`src/rtl/display_scan_if.sv`:
```
// Board-state inputs and row/column drive outputs of the LED-matrix scanner.
// The design side uses the slave modport; whoever supplies game state uses master.
interface display_scan_if;
  logic [255:0] i_body_pos;
  logic [3:0]   i_head_x;
  logic [3:0]   i_head_y;
  logic [7:0]   i_item_loc;
  logic         i_collision;
  logic [15:0]  o_row_sel;
  logic [15:0]  o_col_grn;
  logic [15:0]  o_col_red;
  logic         o_frame_start;

  modport slave (
    input  i_body_pos, i_head_x, i_head_y, i_item_loc, i_collision,
    output o_row_sel, o_col_grn, o_col_red, o_frame_start
  );
  modport master (
    output i_body_pos, i_head_x, i_head_y, i_item_loc, i_collision,
    input  o_row_sel, o_col_grn, o_col_red, o_frame_start
  );
endinterface

```
`src/rtl/display_scan.sv`:
```
// 16x16 two-colour LED matrix row scanner: LOAD/DRIVE/BLANK per row, per-frame input snapshot.
// Optional item blinking is enabled by defining DISPLAY_SCAN_BLINK_EN. i_rst is active-low.
module display_scan_pix (
  input  logic i_body,
  input  logic i_head,
  input  logic i_item,
  input  logic i_collision,
  input  logic i_item_off,
  output logic o_grn,
  output logic o_red
);
  always_comb begin
    o_grn = 1'b0;
    o_red = 1'b0;
    if (i_head) begin
      o_grn = !i_collision;
      o_red = 1'b1;
    end else if (i_item) begin
      o_red = !i_item_off;
    end else if (i_body) begin
      o_grn = 1'b1;
    end
  end
endmodule

module display_scan #(
  parameter int DWELL_CYCLES = 1000,
  parameter int BLANK_CYCLES = 8
) (
  input  logic            i_sys_clk,
  input  logic            i_rst,
  display_scan_if.slave   bus
);
  localparam logic [15:0] DWELL_M1 = 16'(DWELL_CYCLES - 1);
  localparam logic [15:0] BLANK_M1 = 16'(BLANK_CYCLES - 1);

  typedef enum logic [1:0] {LOAD, DRIVE, BLANK} state_t;

  state_t      r_state, w_state_nxt;
  logic [15:0] r_cnt, w_cnt_nxt;
  logic [3:0]  r_row, w_row_nxt;

  always_ff @(posedge i_sys_clk or negedge i_rst) begin
    if (!i_rst) begin
      r_state <= LOAD;
      r_cnt   <= '0;
      r_row   <= '0;
    end else begin
      r_state <= w_state_nxt;
      r_cnt   <= w_cnt_nxt;
      r_row   <= w_row_nxt;
    end
  end

  always_comb begin
    w_state_nxt = r_state;
    w_cnt_nxt   = r_cnt;
    w_row_nxt   = r_row;
    case (r_state)
      LOAD: begin
        w_state_nxt = DRIVE;
        w_cnt_nxt   = '0;
      end
      DRIVE: begin
        if (r_cnt == DWELL_M1) begin
          w_state_nxt = BLANK;
          w_cnt_nxt   = '0;
        end else begin
          w_cnt_nxt = r_cnt + 16'd1;
        end
      end
      BLANK: begin
        if (r_cnt == BLANK_M1) begin
          w_state_nxt = LOAD;
          w_cnt_nxt   = '0;
          w_row_nxt   = r_row + 4'd1;
        end else begin
          w_cnt_nxt = r_cnt + 16'd1;
        end
      end
      default: begin
        w_state_nxt = LOAD;
        w_cnt_nxt   = '0;
      end
    endcase
  end

  // Row-0 LOAD both snapshots the board and builds row 0 from the live inputs,
  // since the shadow copy only becomes valid after this edge.
  logic         w_snap;
  logic [255:0] r_body;
  logic [3:0]   r_hx, r_hy;
  logic [7:0]   r_item;
  logic         r_coll;
  logic [255:0] w_body;
  logic [3:0]   w_hx, w_hy;
  logic [7:0]   w_item;
  logic         w_coll;
  logic         w_item_off;

  assign w_snap = (r_state == LOAD) && (r_row == 4'd0);

  always_ff @(posedge i_sys_clk or negedge i_rst) begin
    if (!i_rst) begin
      r_body <= '0;
      r_hx   <= '0;
      r_hy   <= '0;
      r_item <= '0;
      r_coll <= 1'b0;
    end else if (w_snap) begin
      r_body <= bus.i_body_pos;
      r_hx   <= bus.i_head_x;
      r_hy   <= bus.i_head_y;
      r_item <= bus.i_item_loc;
      r_coll <= bus.i_collision;
    end
  end

  assign w_body = w_snap ? bus.i_body_pos  : r_body;
  assign w_hx   = w_snap ? bus.i_head_x    : r_hx;
  assign w_hy   = w_snap ? bus.i_head_y    : r_hy;
  assign w_item = w_snap ? bus.i_item_loc  : r_item;
  assign w_coll = w_snap ? bus.i_collision : r_coll;

`ifdef DISPLAY_SCAN_BLINK_EN
  logic [7:0] r_frame_cnt;
  logic       r_item_off;

  // The blink phase is latched with the snapshot so it is constant across a frame.
  always_ff @(posedge i_sys_clk or negedge i_rst) begin
    if (!i_rst) begin
      r_frame_cnt <= '0;
      r_item_off  <= 1'b0;
    end else if (w_snap) begin
      r_frame_cnt <= r_frame_cnt + 8'd1;
      r_item_off  <= r_frame_cnt[4];
    end
  end

  assign w_item_off = w_snap ? r_frame_cnt[4] : r_item_off;
`else
  assign w_item_off = 1'b0;
`endif

  logic [15:0] w_grn, w_red;

  for (genvar c = 0; c < 16; c++) begin : g_col
    display_scan_pix u_pix (
      .i_body      (w_body[{4'(c), r_row}]),
      .i_head      ((w_hx == 4'(c)) && (w_hy == r_row)),
      .i_item      ((w_item[7:4] == 4'(c)) && (w_item[3:0] == r_row)),
      .i_collision (w_coll),
      .i_item_off  (w_item_off),
      .o_grn       (w_grn[c]),
      .o_red       (w_red[c])
    );
  end

  logic [15:0] r_col_grn, r_col_red;

  always_ff @(posedge i_sys_clk or negedge i_rst) begin
    if (!i_rst) begin
      r_col_grn <= '0;
      r_col_red <= '0;
    end else if (r_state == LOAD) begin
      r_col_grn <= w_grn;
      r_col_red <= w_red;
    end
  end

  // Output registers show the phase the FSM held during the preceding cycle.
  logic [15:0] r_row_sel, r_out_grn, r_out_red;
  logic        r_frame_start;

  always_ff @(posedge i_sys_clk or negedge i_rst) begin
    if (!i_rst) begin
      r_row_sel     <= '0;
      r_out_grn     <= '0;
      r_out_red     <= '0;
      r_frame_start <= 1'b0;
    end else begin
      r_frame_start <= w_snap;
      if (r_state == DRIVE) begin
        r_row_sel <= 16'd1 << r_row;
        r_out_grn <= r_col_grn;
        r_out_red <= r_col_red;
      end else begin
        r_row_sel <= '0;
        r_out_grn <= '0;
        r_out_red <= '0;
      end
    end
  end

  assign bus.o_row_sel     = r_row_sel;
  assign bus.o_col_grn     = r_out_grn;
  assign bus.o_col_red     = r_out_red;
  assign bus.o_frame_start = r_frame_start;
endmodule

```
`src/flat_wrapper.sv`:
```
// flat-port wrapper written by rule: the top's interface ports become plain ports
module display_scan_flat 
#(
  parameter int DWELL_CYCLES = 1000,
  parameter int BLANK_CYCLES = 8
)
  (i_sys_clk, i_rst, bus_i_body_pos, bus_i_head_x, bus_i_head_y, bus_i_item_loc, bus_i_collision, bus_o_row_sel, bus_o_col_grn, bus_o_col_red, bus_o_frame_start);
  display_scan_if bus_i ();
  input  logic i_sys_clk;
  input  logic i_rst;
  input wire logic [$bits(bus_i.i_body_pos)-1:0] bus_i_body_pos;
  input wire logic [$bits(bus_i.i_head_x)-1:0] bus_i_head_x;
  input wire logic [$bits(bus_i.i_head_y)-1:0] bus_i_head_y;
  input wire logic [$bits(bus_i.i_item_loc)-1:0] bus_i_item_loc;
  input wire logic [$bits(bus_i.i_collision)-1:0] bus_i_collision;
  output wire logic [$bits(bus_i.o_row_sel)-1:0] bus_o_row_sel;
  output wire logic [$bits(bus_i.o_col_grn)-1:0] bus_o_col_grn;
  output wire logic [$bits(bus_i.o_col_red)-1:0] bus_o_col_red;
  output wire logic [$bits(bus_i.o_frame_start)-1:0] bus_o_frame_start;
  assign bus_i.i_body_pos = bus_i_body_pos;
  assign bus_i.i_head_x = bus_i_head_x;
  assign bus_i.i_head_y = bus_i_head_y;
  assign bus_i.i_item_loc = bus_i_item_loc;
  assign bus_i.i_collision = bus_i_collision;
  assign bus_o_row_sel = bus_i.o_row_sel;
  assign bus_o_col_grn = bus_i.o_col_grn;
  assign bus_o_col_red = bus_i.o_col_red;
  assign bus_o_frame_start = bus_i.o_frame_start;
  display_scan #(.DWELL_CYCLES(DWELL_CYCLES), .BLANK_CYCLES(BLANK_CYCLES)) u_core (.i_sys_clk(i_sys_clk), .i_rst(i_rst), .bus(bus_i));
endmodule
```
`config.mk`:
```
export PLATFORM = sky130hd
export DESIGN_NAME = display_scan_flat
export DESIGN_NICKNAME = d
export VERILOG_FILES = /design/src/rtl/display_scan_if.sv /design/src/rtl/display_scan.sv /design/src/flat_wrapper.sv
export SDC_FILE = /design/constraint.sdc
export NUM_CORES = 1
export LEC_CHECK = 0
export CORE_MARGIN = 3
export CORE_UTILIZATION = 40
export CTS_CLUSTER_DIAMETER = 200
export CTS_CLUSTER_SIZE = 12
export DETAILED_ROUTE_END_ITERATION = 8
export SETUP_SLACK_MARGIN = 0.1
export SYNTH_ARGS = -nofsm -noshare
export SYNTH_HDL_FRONTEND = slang
export SYNTH_HIERARCHICAL = 1
export SYNTH_SLANG_ARGS = --single-unit
export TNS_END_PERCENT = 5
```
`constraint.sdc`:
```
create_clock -name i_sys_clk -period 12.3 [get_ports i_sys_clk]
set_clock_uncertainty 0.1 [all_clocks]
set_input_delay 2.46 -clock i_sys_clk [delete_from_list [all_inputs] [get_ports i_sys_clk]]
set_output_delay 2.46 -clock i_sys_clk [all_outputs]
set_load 0.01 [all_outputs]
```
# After elaboration in Yosys (flattened, before gate mapping)
# Cells that the tools add are included.
op_classes:
  add_sub_neg: 2
  order_cmp: 16
  n_eq_ne: 38
  shift: 1
  mux: 126
  reduce_logical: 40
ops:
  columns: ["operator", "count"]
  rows:
  - ["256-bit 2-to-1 mux", 1]
  - ["1-bit 2-to-1 mux", 97]
  - ["16-bit 2-to-1 mux", 5]
  - ["8-bit by 9-bit less-than comparator with 1-bit output, second input constant", 8]
  - ["1-bit binary-select mux with 4-bit select", 16]
  - ["4-bit equality test, second input constant", 16]
  - ["7-bit by 9-bit less-than comparator with 1-bit output, second input constant", 4]
  - ["1-bit logical AND", 33]
  - ["4-bit by 3-bit equality test with 1-bit output, second input constant", 8]
  - ["16-bit case mux with 2 select lines", 1]
  - ["6-bit by 9-bit less-than comparator with 1-bit output, second input constant", 2]
  - ["16-bit by 1-bit adder with 16-bit output, second input constant", 1]
  - ["16-bit by 10-bit equality test with 1-bit output, second input constant", 1]
  - ["16-bit by 3-bit equality test with 1-bit output, second input constant", 1]
  - ["4-bit by 2-bit equality test with 1-bit output, second input constant", 4]
  - ["1-bit by 4-bit << shifter with 16-bit output, first input constant", 1]
  - ["4-bit zero test", 3]
  - ["4-bit by 9-bit less-than comparator with 1-bit output, second input constant", 1]
  - ["5-bit by 9-bit less-than comparator with 1-bit output, second input constant", 1]
  - ["4-bit by 1-bit equality test with 1-bit output, second input constant", 2]
  - ["4-bit equality test", 2]
  - ["4-bit 2-to-1 mux", 2]
  - ["8-bit 2-to-1 mux", 1]
  - ["2-bit case mux with 3 select lines", 1]
  - ["8 further kinds", 11]
totals:
  register_bits: 376
  inputBits: 275
  wordCells: 237

# Longest topological paths before layout
# Gate-level depths: netlist (run 1).
depth:
  depth_word: 8
  mapped_depth: 18
  depth_no_buf: 12

# Hierarchy
# Netlist (run 1), hierarchy kept.
by_module_without_submodules:
  columns: ["module", "instances", "cells_per_inst", "area_each_um2"]
  rows:
  - ["display_scan", 1, 1490, 16071.7]
  - ["display_scan_pix", 16, 4, 28.8]

# Worst setup path before layout (run 1)
# No wires, ideal clock.
synth_timing:
  path_type: "in2reg"
  from: "input bus_i_item_loc[0]"
  to: "register u_core.r_col_grn[0]"
  setup_time_ns: 0.125
  arrival_ns: 4.199
  t_required_ns: 12.075
  slack_ns: 7.876
  path_stages: 9
  n_path_buf: 2
  path_cell_list: "mux2_4 xnor2_1 or4_1 buf_2 buf_6 nor3_1 nand2b_1 mux2i_1 mux2_2"
synth_between:
  elab_chain_len: 5
synth_lines:
  columns: ["element", "line_no", "text"]
  rows:
  - ["start, declared", "flat_wrapper.sv:14", "input wire logic [$bits(bus_i.i_item_loc)-1:0] bus_i_item_loc;"]
  - ["8-bit 2-to-1 mux", "display_scan.sv:122", "assign w_item = w_snap ? bus.i_item_loc : r_item;"]
  - ["4-bit equality test", "display_scan.sv:151", ".i_item ((w_item[7:4] == 4'(c)) && (w_item[3:0] == r_row)),"]
  - ["1-bit logical AND", "display_scan.sv:151", null]
  - ["1-bit 2-to-1 mux", "display_scan.sv:18", "end else if (i_item) begin"]
  - ["1-bit 2-to-1 mux", "display_scan.sv:15", "if (i_head) begin"]
  - ["net u_core.w_grn[0]", "display_scan.sv:145", "logic [15:0] w_grn, w_red;"]
  - ["end signal, assigned", "display_scan.sv:166", "r_col_grn <= w_grn;"]
  - ["end, declared", "display_scan.sv:159", "logic [15:0] r_col_grn, r_col_red;"]
# The timed path passes the listed nets, and every way through them passes these cells.
# A chain may end at the register's enable or synchronous reset.

# Worst setup path in the final report (run 1)
layout_timing:
  from: "register u_core.r_row[1]"
  to: "register u_core.r_col_grn[1]"
layout_between:
  elab_chain_len: 8
  elab_cells_between_ends: 19
layout_lines:
  columns: ["element", "line_no", "text"]
  rows:
  - ["start, declared", "display_scan.sv:41", "logic [3:0] r_row, w_row_nxt;"]
  - ["start signal, assigned", "display_scan.sv:51", "r_row <= w_row_nxt;"]
  - ["4-bit zero test", "display_scan.sv:101", "assign w_snap = (r_state == LOAD) && (r_row == 4'd0);"]
  - ["1-bit logical AND", "display_scan.sv:101", null]
  - ["256-bit 2-to-1 mux", "display_scan.sv:119", "assign w_body = w_snap ? bus.i_body_pos : r_body;"]
  - ["net u_core.w_body[30]", "display_scan.sv:95", "logic [255:0] w_body;"]
  - ["1-bit binary-select mux with 4-bit select", "display_scan.sv:149", ".i_body (w_body[{4'(c), r_row}]),"]
  - ["1-bit 2-to-1 mux (implied by the code)", "display_scan.sv:149", null]
  - ["1-bit 2-to-1 mux", "display_scan.sv:20", "end else if (i_body) begin"]
  - ["1-bit 2-to-1 mux", "display_scan.sv:18", null]
  - ["1-bit 2-to-1 mux", "display_scan.sv:15", null]
  - ["net u_core.w_grn[1]", "display_scan.sv:145", null]
# The timed path passes the listed nets, and every way through them passes these cells. The select of a mux whose other input is x is not followed.

==> metrics.md, run 1 <==
| Metric | Value |
|---|---|
| Status | `finished clean` |
| Post-layout nets | `2143` |
| Max-Cap Viols | `0` |
| IO Port Bufs | `323` |
| Max-Slew Margin vs Limit | `21.8%` |
| Sequential power share | `51.5%` |
| Post-Route Utilization | `52.8%` |
| Post-Synthesis Cells | `1554` |
| Period utilization | `47.7%` |
| Gates resized, CTS repair | `0` |
| Row count | `73` |
| Area delta synth->final | `28.5%` |
| Layout cell share with drive strength beyond 1 | `13.6%` |
| Starting DRT DRC Count | `939` |
| HP Class | `flop to flop` |
| DP HPWL | `37700 µm` |
| Post-CTS Hold Buffers | `0` |
| Clock power share | `40.0%` |
| #FFs+latches synth | `376` |
| CP Launch Type | `flop` |
| EDFF count, synth | `0` |
| Gr usage total | `24.4%` |
| Clk sink count | `376` |
| H-tree levels | `2` |
| Clk Latency, worst-skew pair | `0.55 ns` |
| Placed Cells incl. Taps | `2343` |
| Post-route setup TNS | `0 ns` |
| Die area | `43800 µm²` |
| Setup Crit Path Kind | `flop to flop` |
| CP Capture Type | `flop` |
| Starting Density | `41.0%` |
| DRC | `0` |
| Fill count | `3621` |
| Mean Syn Cell Area | `10.6 µm²` |
| Seq. cell area | `9410 µm²` |
| Post-CTS Setup Bufs | `0` |
| Most common cell after layout, fill and taps aside | `nand2_1` |
| Final Hold Fails | `0` |
| CTS buffer count | `37` |
| CTS tree | `done` |
| Final setup fails | `0` |
| Sequential area share after synthesis | `56.9%` |
| Fmax achieved | `170 MHz` |
| Fin cells | `2389` |
| Crit path required time | `12.63 ns` |
| RSZ-0062 raised after global routing | `false` |
| GP Congestion | `0.889` |
| Distinct cells, synth | `50` |
| Drt wl/cell | `22.5 µm` |
| Via density | `5.27` |
| Comb pwr share | `8.5%` |
| Clk pin slew, worst setup/hold paths | `0.06 ns` |
| Ports | `324` |
| Power density cells | `119 nW/µm²` |
| Pre-antenna DRT Iters | `7` |
| Final wirelength | `53800 µm` |
| Synth warn | `6` |
| Peak VDD IR | `0.0000852 V` |
| Die H | `209 µm` |
| Switching pwr | `568 µW` |
| Die W | `209 µm` |
| Net Sw Frac | `22.4%` |
| Async set-reset flop share out of synthesis | `100%` |
| Max-slew violations | `0` |
| Worst hold slack | `0.359 ns` |
| Initial antenna violation count | `7` |
| Core area | `40300 µm²` |
| CTS Root Cell | `clkbuf_16` |
| Leading cell types in the layout, fill and taps excluded | `nand2_1, dfrtp_1, clkdlybuf4s50_1` |
| First-pass GRT wire length | `81700 µm` |
| Critical path arrival | `6.20 ns` |
| Static Leak | `0.00939 µW` |
| Largest net degree at the start of global routing | `186` |
| Clock period minus final worst setup slack | `5.87 ns` |
| Largest fanout on the critical path | `86` |
| Multi-input logic area | `6680 µm²` |
| Slew @ Worst Pin | `1.17 ns` |
| Vias in the first global route | `13.0k` |
| Via Count | `12.6k` |
| Synth Flop Type | `dfrtp_1` |
| GRT overflow | `0` |
| Post-Syn Area | `16500 µm²` |
| Longest Clk Path Bufs | `3` |
| Internal cell power | `1970 µW` |
| Detail Route Antenna Nets | `0` |
[stage by stage]
step,setup slack [ns],cell area (µm²),power (µW)
after floorplan,7.88,16600,1390
after global placement,6.61,20200,1540
after detailed placement,6.38,20200,1550
after CTS,6.36,21200,2570
after global routing,5.99,21200,2640
final,6.43,21200,2540
[cell families after synthesis]
logic type                 Yosys count  synth area share (%)
other                                1                0.0227
DFF                                376                  56.9
buffers and inverters              123                  3.10
xor gates and xnor gates            19                  1.01
and+or+nand+nor                    644                  16.6
AOI/OAI and AO/OA                  182                  8.16
adders and majority gates           11                 0.833
muxes                              198                  13.4
[power groups by stage]
stage | clock, µW | combinational (µW) | sequential [µW]
global placement | 0 | 214 | 1330
floorplan | 0 | 68.1 | 1320
global route | 1090 | 237 | 1310
finish | 1020 | 216 | 1310
CTS | 1050 | 219 | 1310
detailed placement | 0 | 217 | 1330
[cell usage after synthesis, drive strengths merged (2+ instances only)]
| library cell | count | area share (%) |
|---|---|---|
| clkbuf | 52 | 1.2 |
| o32ai | 2 | 0.11 |
| and3 | 9 | 0.34 |
| o21ai | 24 | 0.73 |
| nand3b | 2 | 0.091 |
| nand4 | 3 | 0.11 |
| o211ai | 3 | 0.14 |
| or3 | 13 | 0.49 |
| a211o | 11 | 0.58 |
| nand2b | 16 | 0.61 |
| a21oi | 5 | 0.15 |
| a21o | 16 | 0.85 |
| mux2i | 23 | 1.4 |
| and4 | 2 | 0.11 |
| nor2 | 54 | 1.2 |
| o221ai | 47 | 2.5 |
| nor3 | 41 | 1.2 |
| mux2 | 174 | 12 |
| inv | 33 | 0.76 |
| and2 | 44 | 1.7 |
| nor4 | 3 | 0.11 |
| nor2b | 2 | 0.076 |
| xnor2 | 12 | 0.64 |
| nand3 | 5 | 0.15 |
| dfrtp | 376 | 57 |
| nand2 | 445 | 10 |
| a221oi | 12 | 0.64 |
| xor2 | 7 | 0.37 |
| ha | 11 | 0.83 |
| buf | 37 | 1.1 |
| o21a | 11 | 0.50 |
| or2 | 2 | 0.076 |
| o22ai | 48 | 1.8 |
[per-layer routing]
layer / vias up / global-route usage (%) / part of all wire [%]
met5: - / 0 / 0
met4: 0 / 7.92 / 2.5
met3: 67 / 4.78 / 6.3
met2: 406 / 37.5 / 46
met1: 6242 / 35.0 / 45
li1: 5880 / - / -
[layout make-up]
| type | count | area share, % |
|---|---|---|
| Sequential cell | 376 | 44.3 |
| Multi-Input combinational cell | 1070 | 31.5 |
| Timing Repair Buffer | 338 | 15.8 |
| Clock buffer | 39 | 4.59 |
| Tap cell | 525 | 3.09 |
| Inverter | 34 | 0.612 |
| Clock inverter | 2 | 0.0824 |
| Antenna cell | 5 | 0.0589 |
[registers in the layout, summed over array words and instances (netlist names), 8 cells and up]
signal and cells:
u_core/r_cnt 16, u_core/bus.o_row_sel 16, u_core/r_item 8, u_core/r_col_grn 16
u_core/r_body 256, u_core/bus.o_col_red 16, u_core/r_col_red 16, u_core/bus.o_col_grn 16
[critical path, cell delays in order, from the launching register on]
cell,delay [ns]
dfrtp_1,0.63
clkinv_1,0.69
ha_1,0.55
nand4bb_4,0.51
buf_4,0.64
buf_4,0.86
mux2_2,0.43
a221oi_1,0.30
a211o_1,0.24
o221ai_1,0.22
nand2b_1,0.13
mux2i_1,0.08
mux2_2,0.30
[path summary, 6_finish.rpt]
path	from	endpoint	slack [ns]	cells past startpoint
worst max-delay path	u_core/r_row[1]$_DFFE_PN0P_	u_core/r_col_grn[1]$_DFFE_PN0N_	6.43	12
worst min-delay path	u_core/r_cnt[0]$_DFF_PN0_	u_core/r_cnt[0]$_DFF_PN0_	0.36	1
worst max register to register	u_core/r_row[1]$_DFFE_PN0P_	u_core/r_col_grn[1]$_DFFE_PN0N_	6.43	12
worst min register to register	u_core/r_cnt[0]$_DFF_PN0_	u_core/r_cnt[0]$_DFF_PN0_	0.36	1
max in group asynchronous	i_rst	u_core/r_item[5]$_DFF_PN0_	8.60	2
min in group asynchronous	i_rst	u_core/r_body[159]$_DFF_PN0_	1.87	1
Power figures use the tool's default switching activity.
==> inputs of run 2 (changes only) <==
==> constraint.sdc (replaced) <==
create_clock -name i_sys_clk -period 6 [get_ports i_sys_clk]
set_clock_uncertainty 0.1 [all_clocks]
set_input_delay 1.2 -clock i_sys_clk [delete_from_list [all_inputs] [get_ports i_sys_clk]]
set_output_delay 1.2 -clock i_sys_clk [all_outputs]
set_load 0.01 [all_outputs]
==> metrics.md, run 2 (synthesized netlist as in run 1, its figures left out) <==
| Metric | Value |
|---|---|
| Status | `finished clean` |
| Global Route met2 Usage | `38.7%` |
| Die area | `43800 µm²` |
| Gates resized, CTS repair | `0` |
| Static Leak | `0.00941 µW` |
| Clock period minus final worst setup slack | `4.30 ns` |
| DP HPWL | `37300 µm` |
| Reg2reg setup slack | `1.70 ns` |
| Worst Hold End | `u_core/r_body[135]$_DFF_PN0_` |
| Pre-antenna DRT Iters | `5` |
| Post-route setup TNS | `0 ns` |
| Slowest stage delay, CP | `0.69 ns` |
| CTS tree | `done` |
| CP Capture Type | `flop` |
| Crit-path cells | `inv_2, ha_1, nand4bb_4, inv_4, mux2_2, xnor2_1, nand4b_1, nor3_1, mux2i_1, mux2_2` |
| IO Port Bufs | `323` |
| DP Worst Slack | `1.69 ns` |
| CP max stage cell | `nand4b_1` |
| Gr usage total | `24.2%` |
| H-tree levels | `2` |
| Power density cells | `245 nW/µm²` |
| Final setup fails | `0` |
| Period utilization | `71.7%` |
| RSZ-0062 raised after global routing | `false` |
| HP Class | `flop to flop` |
| Row count | `73` |
| Delay-heaviest family, CP | `simple AND/OR/NAND/NOR gates` |
| Initial antenna violation count | `3` |
| Layout cell share with drive strength beyond 1 | `13.7%` |
| DRC | `0` |
| Final Hold Fails | `0` |
| Reg with most FFs | `u_core/r_body` |
| Hold Crit Start | `u_core/r_body[135]$_DFF_PN0_` |
| Setup WS post-layout | `1.70 ns` |
| CTS buffer count | `37` |
| Post-Route Utilization | `52.8%` |
| Max FFs per register | `256` |
| Clk pin slew, worst setup/hold paths | `0.06 ns` |
| Core area | `40300 µm²` |
| Area delta synth->final | `28.7%` |
| Ports | `324` |
| Vias in the first global route | `13.1k` |
| Post-CTS Hold Buffers | `0` |
| Post-CTS Setup Bufs | `0` |
| Max-slew violations | `0` |
| CP Launch Type | `flop` |
| Worst reg-to-reg path cell count | `10` |
| Worst hold slack | `0.368 ns` |
| Critical R2R Capture | `u_core/r_col_grn[11]$_DFFE_PN0N_` |
| Die H | `209 µm` |
| Detail Route Antenna Nets | `0` |
| Drt wl/cell | `22.4 µm` |
| Post-layout nets | `2144` |
| Starting DRT DRC Count | `812` |
| CP Depth | `10` |
| Reg-to-reg critical path startpoint | `u_core/r_row[0]$_DFFE_PN0P_` |
| Fmax achieved | `233 MHz` |
| Max-Cap Viols | `0` |
| Placed cell area | `20300 µm²` |
| Longest Clk Path Bufs | `3` |
| Via Count | `12.6k` |
| Starting Density | `41.0%` |
| Most common cell after layout, fill and taps aside | `nand2_1` |
| Die W | `209 µm` |
| GRT overflow | `0` |
| Fill count | `3632` |
| CTS Root Cell | `clkbuf_16` |
| Peak VDD IR | `0.000227 V` |
| Largest net degree at the start of global routing | `186` |
| Met3 Use GR | `4.90%` |
| Worst hold stages | `2` |
| GP Congestion | `0.852` |
| Clk sink count | `376` |
| Finished Cell Area | `21300 µm²` |
| Slew @ Worst Pin | `1.17 ns` |
| Gr busiest metal | `met2` |
| Crit path required time | `6.32 ns` |
| Via density | `5.27` |
| Setup Crit Path Kind | `flop to flop` |
| Worst path buffer plus inverter count | `2` |
| Final wirelength | `53500 µm` |
| First-pass GRT wire length | `81700 µm` |
| Leading cell types in the layout, fill and taps excluded | `nand2_1, dfrtp_1, clkdlybuf4s50_1` |
| Largest fanout on the critical path | `53` |
| Clk Latency, worst-skew pair | `0.53 ns` |
| Critical path's most frequent cell | `mux2_2` |
| GR Util met1 | `34.0%` |
| Max-Slew Margin vs Limit | `21.5%` |
| Critical path arrival | `4.62 ns` |
-- run 2: cell types whose count changed in the layout (fill, tap and decap cells not counted) --
| cell | previous run | this run |
|---|---|---|
| diode_2 | 5 | 3 |
| buf_4 | 14 | 13 |
| buf_12 | 1 | 3 |
-- run 2: cell type report --
cell class	count	area [µm²]	area share (%)
Multi-Input combinational cell	1070	6680	31.4
Clock inverter	2	17.5	0.0823
Antenna cell	3	7.51	0.0353
Inverter	34	130	0.612
Tap cell	525	657	3.09
Sequential cell	376	9410	44.2
Timing Repair Buffer	339	3400	16.0
Clock buffer	39	976	4.59
-- run 2: tightest hold or removal path, cell delays in order (launching register included) --
cell and delay [ns]:
dfrtp_1 0.32, nand2_1 0.04, nand2_1 0.07
-- run 2: worst max path at each step --
| stage | end | from | slack, ns |
|---|---|---|---|
| finish | u_core/r_col_grn[11]$_DFFE_PN0N_ | u_core/r_row[0]$_DFFE_PN0P_ | 1.70 |
| global route | u_core/r_col_grn[13]$_DFFE_PN0N_ | u_core/r_row[0]$_DFFE_PN0P_ | 1.43 |
| CTS | u_core/r_col_grn[11]$_DFFE_PN0N_ | u_core/r_row[0]$_DFFE_PN0P_ | 1.70 |
| global placement | u_core/r_col_grn[0]$_DFFE_PN0N_ | u_core/r_row[0]$_DFFE_PN0P_ | 1.77 |
| floorplan | u_core/r_col_grn[0]$_DFFE_PN0N_ | u_core/r_row[0]$_DFFE_PN0P_ | 2.07 |
| detailed placement | u_core/r_col_grn[13]$_DFFE_PN0N_ | u_core/r_row[0]$_DFFE_PN0P_ | 1.69 |
-- run 2: stage by stage --
stage                     power, µW  cells
after floorplan                2850   1569
after global placement         3160   2344
after detailed placement       3170   2344
after CTS                      5280   2385
after global routing           5420   2388
final                          5210   2388
-- run 2: power by group --
part | total, µW | internal, µW | leakage, µW | switching, µW
combinational | 444 | 250 | 0.00439 | 194
clock | 2090 | 1150 | 0.000490 | 947
sequential | 2680 | 2640 | 0.00453 | 34.6
-- run 2: metal layers --
metal / vias up / routed length [µm]
met3: 64 / 3260
met1: 6286 / 23800
met2: 372 / 25300
li1: 5872 / -
met5: - / 0
met4: 0 / 1160
